File: src/rtl/cla_pkg.sv
// Shared constants and types for the carry-lookahead accumulator.
package cla_pkg;
  localparam int DATA_W = 16;

  typedef enum logic {
    ACC  = 1'b0,
    DONE = 1'b1
  } state_t;

  localparam logic [DATA_W-1:0] SAT_VAL = 16'hFFFF;
endpackage

File: src/rtl/cla_16bit.sv
// 16-bit two-level carry-lookahead adder: four 4-bit lookahead groups
// whose carries-in come from a second lookahead level.
module cla_16bit (
  input  logic [15:0] a,
  input  logic [15:0] b,
  input  logic        cin,
  output logic [15:0] s,
  output logic        cout
);
  logic [15:0] g, p, cy;
  logic [3:0]  grp_g, grp_p;
  logic [4:0]  grp_c;

  assign g = a & b;
  assign p = a ^ b;

  genvar gi;
  generate
    for (gi = 0; gi < 4; gi++) begin : g_grp
      localparam int B = 4 * gi;
      assign cy[B]   = grp_c[gi];
      assign cy[B+1] = g[B] | (p[B] & grp_c[gi]);
      assign cy[B+2] = g[B+1] | (p[B+1] & g[B]) | (p[B+1] & p[B] & grp_c[gi]);
      assign cy[B+3] = g[B+2] | (p[B+2] & g[B+1]) | (p[B+2] & p[B+1] & g[B])
                     | (p[B+2] & p[B+1] & p[B] & grp_c[gi]);
      assign grp_g[gi] = g[B+3] | (p[B+3] & g[B+2]) | (p[B+3] & p[B+2] & g[B+1])
                       | (p[B+3] & p[B+2] & p[B+1] & g[B]);
      assign grp_p[gi] = &p[B+3:B];
    end
  endgenerate

  // Second lookahead level: group carries computed in parallel from cin.
  assign grp_c[0] = cin;
  assign grp_c[1] = grp_g[0] | (grp_p[0] & cin);
  assign grp_c[2] = grp_g[1] | (grp_p[1] & grp_g[0]) | (grp_p[1] & grp_p[0] & cin);
  assign grp_c[3] = grp_g[2] | (grp_p[2] & grp_g[1]) | (grp_p[2] & grp_p[1] & grp_g[0])
                  | (grp_p[2] & grp_p[1] & grp_p[0] & cin);
  assign grp_c[4] = grp_g[3] | (grp_p[3] & grp_g[2]) | (grp_p[3] & grp_p[2] & grp_g[1])
                  | (grp_p[3] & grp_p[2] & grp_p[1] & grp_g[0])
                  | (grp_p[3] & grp_p[2] & grp_p[1] & grp_p[0] & cin);

  assign s    = p ^ cy;
  assign cout = grp_c[4];
endmodule

File: src/rtl/cla_accumulator.sv
// Streaming packet accumulator around one cla_16bit; define SATURATE_EN to
// pin the sum at 16'hFFFF after any carry instead of wrapping.
module cla_accumulator
  import cla_pkg::*;
#(
  parameter int COUNT_W = 8
) (
  input  logic               clk,
  input  logic               rst,
  input  logic               in_valid,
  output logic               in_ready,
  input  logic [DATA_W-1:0]  in_data,
  input  logic               in_last,
  input  logic               clr,
  output logic               out_valid,
  input  logic               out_ready,
  output logic [DATA_W-1:0]  out_sum,
  output logic               out_ovf,
  output logic [COUNT_W-1:0] out_count
);
  localparam logic [COUNT_W-1:0] CNT_ONE = 1;
  localparam logic [COUNT_W-1:0] CNT_MAX = '1;

  state_t               state_q;
  logic [DATA_W-1:0]    acc_q, acc_d;
  logic                 ovf_q, ovf_d;
  logic [COUNT_W-1:0]   count_q, count_d;
  logic                 out_valid_q;
  logic [DATA_W-1:0]    out_sum_q;
  logic                 out_ovf_q;
  logic [COUNT_W-1:0]   out_count_q;

  logic [DATA_W-1:0]    add_a, add_s;
  logic                 add_cout;
  logic                 accept;
  logic                 ovf_base;
  logic [COUNT_W-1:0]   cnt_base;

  assign in_ready = (state_q == ACC);
  assign accept   = in_ready & in_valid;

  // A clear folded into an accept restarts the sum from this operand.
  assign add_a = clr ? '0 : acc_q;

  cla_16bit u_add (
    .a    (add_a),
    .b    (in_data),
    .cin  (1'b0),
    .s    (add_s),
    .cout (add_cout)
  );

  always_comb begin
    acc_d    = acc_q;
    ovf_d    = ovf_q;
    count_d  = count_q;
    ovf_base = clr ? 1'b0 : ovf_q;
    cnt_base = clr ? '0 : count_q;
    if (accept) begin
`ifdef SATURATE_EN
      acc_d = (add_cout | ovf_base) ? SAT_VAL : add_s;
`else
      acc_d = add_s;
`endif
      ovf_d   = ovf_base | add_cout;
      count_d = (cnt_base == CNT_MAX) ? cnt_base : cnt_base + CNT_ONE;
    end else if (in_ready && clr) begin
      acc_d   = '0;
      ovf_d   = 1'b0;
      count_d = '0;
    end
  end

  always_ff @(posedge clk or posedge rst) begin
    if (rst) begin
      state_q     <= ACC;
      acc_q       <= '0;
      ovf_q       <= 1'b0;
      count_q     <= '0;
      out_valid_q <= 1'b0;
      out_sum_q   <= '0;
      out_ovf_q   <= 1'b0;
      out_count_q <= '0;
    end else begin
      case (state_q)
        ACC: begin
          acc_q   <= acc_d;
          ovf_q   <= ovf_d;
          count_q <= count_d;
          if (accept && in_last) begin
            out_valid_q <= 1'b1;
            out_sum_q   <= acc_d;
            out_ovf_q   <= ovf_d;
            out_count_q <= count_d;
            state_q     <= DONE;
          end
        end
        DONE: begin
          if (out_valid_q && out_ready) begin
            out_valid_q <= 1'b0;
            acc_q       <= '0;
            ovf_q       <= 1'b0;
            count_q     <= '0;
            state_q     <= ACC;
          end
        end
        default: state_q <= ACC;
      endcase
    end
  end

  assign out_valid = out_valid_q;
  assign out_sum   = out_sum_q;
  assign out_ovf   = out_ovf_q;
  assign out_count = out_count_q;
endmodule

File: config.mk
export PLATFORM = sky130hd
export DESIGN_NAME = cla_accumulator
export DESIGN_NICKNAME = d
export VERILOG_FILES = /design/src/rtl/cla_pkg.sv /design/src/rtl/cla_16bit.sv /design/src/rtl/cla_accumulator.sv
export SDC_FILE = /design/constraint.sdc
export NUM_CORES = 1
export LEC_CHECK = 0
export ABC_AREA = 1
export BUFFER_PORTS_ARGS = -buffer_cell sky130_fd_sc_hd__buf_2
export CORE_ASPECT_RATIO = 2
export CORE_MARGIN = 10
export CORE_UTILIZATION = 55
export CTS_BUF_LIST = sky130_fd_sc_hd__clkbuf_16
export CTS_CLUSTER_DIAMETER = 80
export DETAILED_ROUTE_END_ITERATION = 10
export GPL_TIMING_DRIVEN = 0
export HOLD_SLACK_MARGIN = 0.08
export PLACE_DENSITY = 0.8
export SYNTH_ARGS = -nofsm -noshare
export SYNTH_HDL_FRONTEND = slang
export SYNTH_SLANG_ARGS = --single-unit
export TNS_END_PERCENT = 1
File: constraint.sdc
create_clock -name clk -period 6.5 [get_ports clk]
set_input_delay 0.975 -clock clk [delete_from_list [all_inputs] [get_ports clk]]
set_output_delay 0.975 -clock clk [all_outputs]
set_load 0.03 [all_outputs]
==> flow_summary.json <==
{
  "post-route-period-util": 0.564,
  "critPathArrivalTime_ns": 3.81,
  "final_common_cell": "nand2_1",
  "async_flop_share": 1.00,
  "final_nets": 536,
  "p_per_area_nw_per_um2": 457,
  "route.vias.total": 3110,
  "critPathLaunchType": "primary input",
  "fin_cells": 555,
  "core_um2": 5760,
  "drc": 0,
  "dieArea_um2": 9690,
  "grt_pass1_vias": 3212,
  "dp_hpwl_mm": 7.12,
  "worst_ep_required_time_ns": 6.64,
  "drive_above_1_share": 0.180,
  "worst-setup-path-type": "in2reg",
  "critPathMaxFanout": 10,
  "synth_fp_nets": 480,
  "hold_class": "reg2reg",
  "syn_area_per_cell_um2": 7.56,
  "cts_tree": "yes",
  "seq_area_frac_synth": 0.394,
  "die_h_um": 130,
  "cts_buffers": 5,
  "gp_congestion": 0.961,
  "max-cap-violations": 0,
  "tightest_slew_ns": 0.610,
  "cts.hold.buffers_added": 0,
  "synth_top_flop_cell": "dfrtp_1",
  "viasPerCell": 5.60,
  "grt_max_degree": 29,
  "slew_violations": 0,
  "setup-violations-final": 0,
  "rsz0062_at_grt": "false",
  "worstSkewPairLatency_ns": 0.30,
  "antenna_found_initial": 0,
  "final.setup.tns_ns": 0,
  "cp_num_buf_inv": 6,
  "postCtsSetupBuffers": 0,
  "clkPwrFrac": 0.155,
  "synth.distinct_cells": 41,
  "ys_ff_latch": 52,
  "routedWlPerCell_um": 16.5,
  "path_clk_slew_ns": 0.07,
  "start_util": 0.574,
  "cts_sinks": 52,
  "finalClockSkew_ns": 0.00606,
  "end_kind": "flip-flop",
  "yosysWarnings": 0,
  "crit_top_cell": "nand2_1",
  "routed_wl_mm": 9.16,
  "r2r_setup_slack_ns": 3.99,
  "grtUsageTotal": 0.201,
  "dp.cells": 547,
  "drt_pass1_iterations": 5,
  "switchingPower_uw": 832,
  "p_comb_frac": 0.530,
  "area_delta_synth_final_pct": 14.5,
  "power_leakage_nw": 2.06,
  "gr-total-overflow": 0,
  "drt_iter0_markers": 263,
  "ir_worst_vdd_uv": 371,
  "portBuffers": 48,
  "critPathMaxStageDelay_ns": 0.45,
  "pin_count": 49,
  "die_w_um": 74.8,
  "status": "completed",
  "antenna_left": 0,
  "cts_resized": 0,
  "cts_root_buf": "clkbuf_16",
  "rows": 39,
  "fin_crit_ns": 3.67,
  "crit_path_cell_trace": "buf_2, buf_2, buf_1, nor2_1, ha_1, nand2_1, nand2_1, nand2_1, nand2_1, a21oi_1, nand2_1, inv_1, fa_1, nand2_1, inv_1, o21ai_0, o21ai_0, inv_1, o22ai_1",
  "grt_pass1_wl_mm": 14.9,
  "synth.cell_area_um2": 3300,
  "clk_path_buf_depth": 2,
  "swShare": 0.481,
  "synth_edf_count": 0,
  "seq_power_share": 0.315,
  "crit_family": "buffers and inverters",
  "slowest_stage": "buf_1",
  "most-common-layout-cells": "124 x nand2_1, 54 x inv_1, 54 x buf_2",
  "cts_max_level": 2,
  "syn-instance-count": 437,
  "p_int_uw": 896,
  "fmax_mhz": 273,
  "slew_headroom": 0.593,
  "num_antenna_cells": 0,
  "hold_viol_final": 0
}
flip-flops by register name, summed over array words and instances (netlist names):
name       flops
acc_q         16
out_sum       16
count_q        8
out_count      8
out_ovf        1
out_valid      1
ovf_q          1
state_q        1
power by group through the flow:
stage	combinational, mW	sequential, mW	clock, mW
6_report	0.917	0.544	0.268
5_1_grt	1.02	0.559	0.280
4_1_cts	0.920	0.543	0.269
3_5_place_dp	0.915	0.548	0
3_3_place_gp	0.891	0.540	0
2_1_floorplan	0.512	0.686	0
worst reg2reg max path, delay by kind of cell (launching register included):
family | cells | cell delay (ns)
buffers and inverters | 4 | 0.26
flip-flops | 1 | 0.36
AND/OR/NAND/NOR | 7 | 0.57
AO/OA/AOI/OAI | 4 | 0.38
adder cells (fa/ha/maj) | 2 | 0.80
cell usage after synthesis (2+ instances only):
master	n	area, um^2
dfrtp_1	52	1300
nor2_1	30	113
nand4_1	5	31.3
nand2_1	124	465
xnor2_1	4	35.0
a21oi_1	7	35.0
or2_2	3	18.8
inv_2	7	26.3
inv_4	2	12.5
buf_2	6	30.0
o21ai_1	13	65.1
nor2_2	2	12.5
inv_1	55	206
fa_1	4	80.1
xor2_1	7	61.3
a31oi_1	2	12.5
nand3_1	32	160
clkbuf_1	5	18.8
ha_1	17	213
nor3_2	3	30.0
o21bai_1	2	15.0
nand2_2	4	25.0
o21ai_0	20	100
o22ai_1	14	87.6
kinds of logic after synthesis:
kind of cell / count (synthesis) / share of synthesized area
buffers and inverters: 78 / 0.0947
AOI/OAI and AO/OA: 64 / 0.109
muxes: 2 / 0.00644
adders and majority gates: 21 / 0.0886
DFF: 52 / 0.394
xor gates and xnor gates: 11 / 0.0292
and+or+nand+nor: 209 / 0.278
metrics by stage:
stage	hold WS [ns]	setup slack (ns)	area (um^2)	total power [mW]	utilization
floorplan	0.449	3.27	3300	1.20	-
global placement	0.456	2.67	3620	1.43	0.629
detailed placement	0.460	2.61	3640	1.46	0.632
CTS	0.479	2.88	3780	1.73	0.657
global route	0.497	2.55	3780	1.86	0.657
finish	0.477	2.83	3780	1.73	0.657
per-layer routing:
metal  routed length (um)  up-vias  global-route usage
met2                 4970       97               0.356
met1                 3200     1463               0.198
li1                     -     1513                   -
met5                    0        -                   0
met3                  361       37              0.0298
met4                  625        0               0.158
final cells by class:
type / count / area (um^2)
Multi-Input combinational cell: 307 / 1690
Sequential cell: 52 / 1300
Buffer: 13 / 63.8
Inverter: 65 / 249
Fill cell: 541 / 1980
Clock inverter: 3 / 17.5
Timing Repair Buffer: 49 / 260
Tap cell: 61 / 76.3
Clock buffer: 5 / 125
final timing paths:
kind	startpoint	to	cells past startpoint
max	clr	acc_q[13]$_DFFE_PP0P_	19
min	out_sum[5]$_DFFE_PP0P_	out_sum[5]$_DFFE_PP0P_	2
max reg2reg	acc_q[5]$_DFFE_PP0P_	acc_q[13]$_DFFE_PP0P_	17
min reg2reg	out_sum[5]$_DFFE_PP0P_	out_sum[5]$_DFFE_PP0P_	2
max in group asynchronous	rst	out_sum[10]$_DFFE_PP0P_	3
min in group asynchronous	rst	count_q[5]$_DFFE_PP0P_	2
Power figures use the tool's default switching activity.
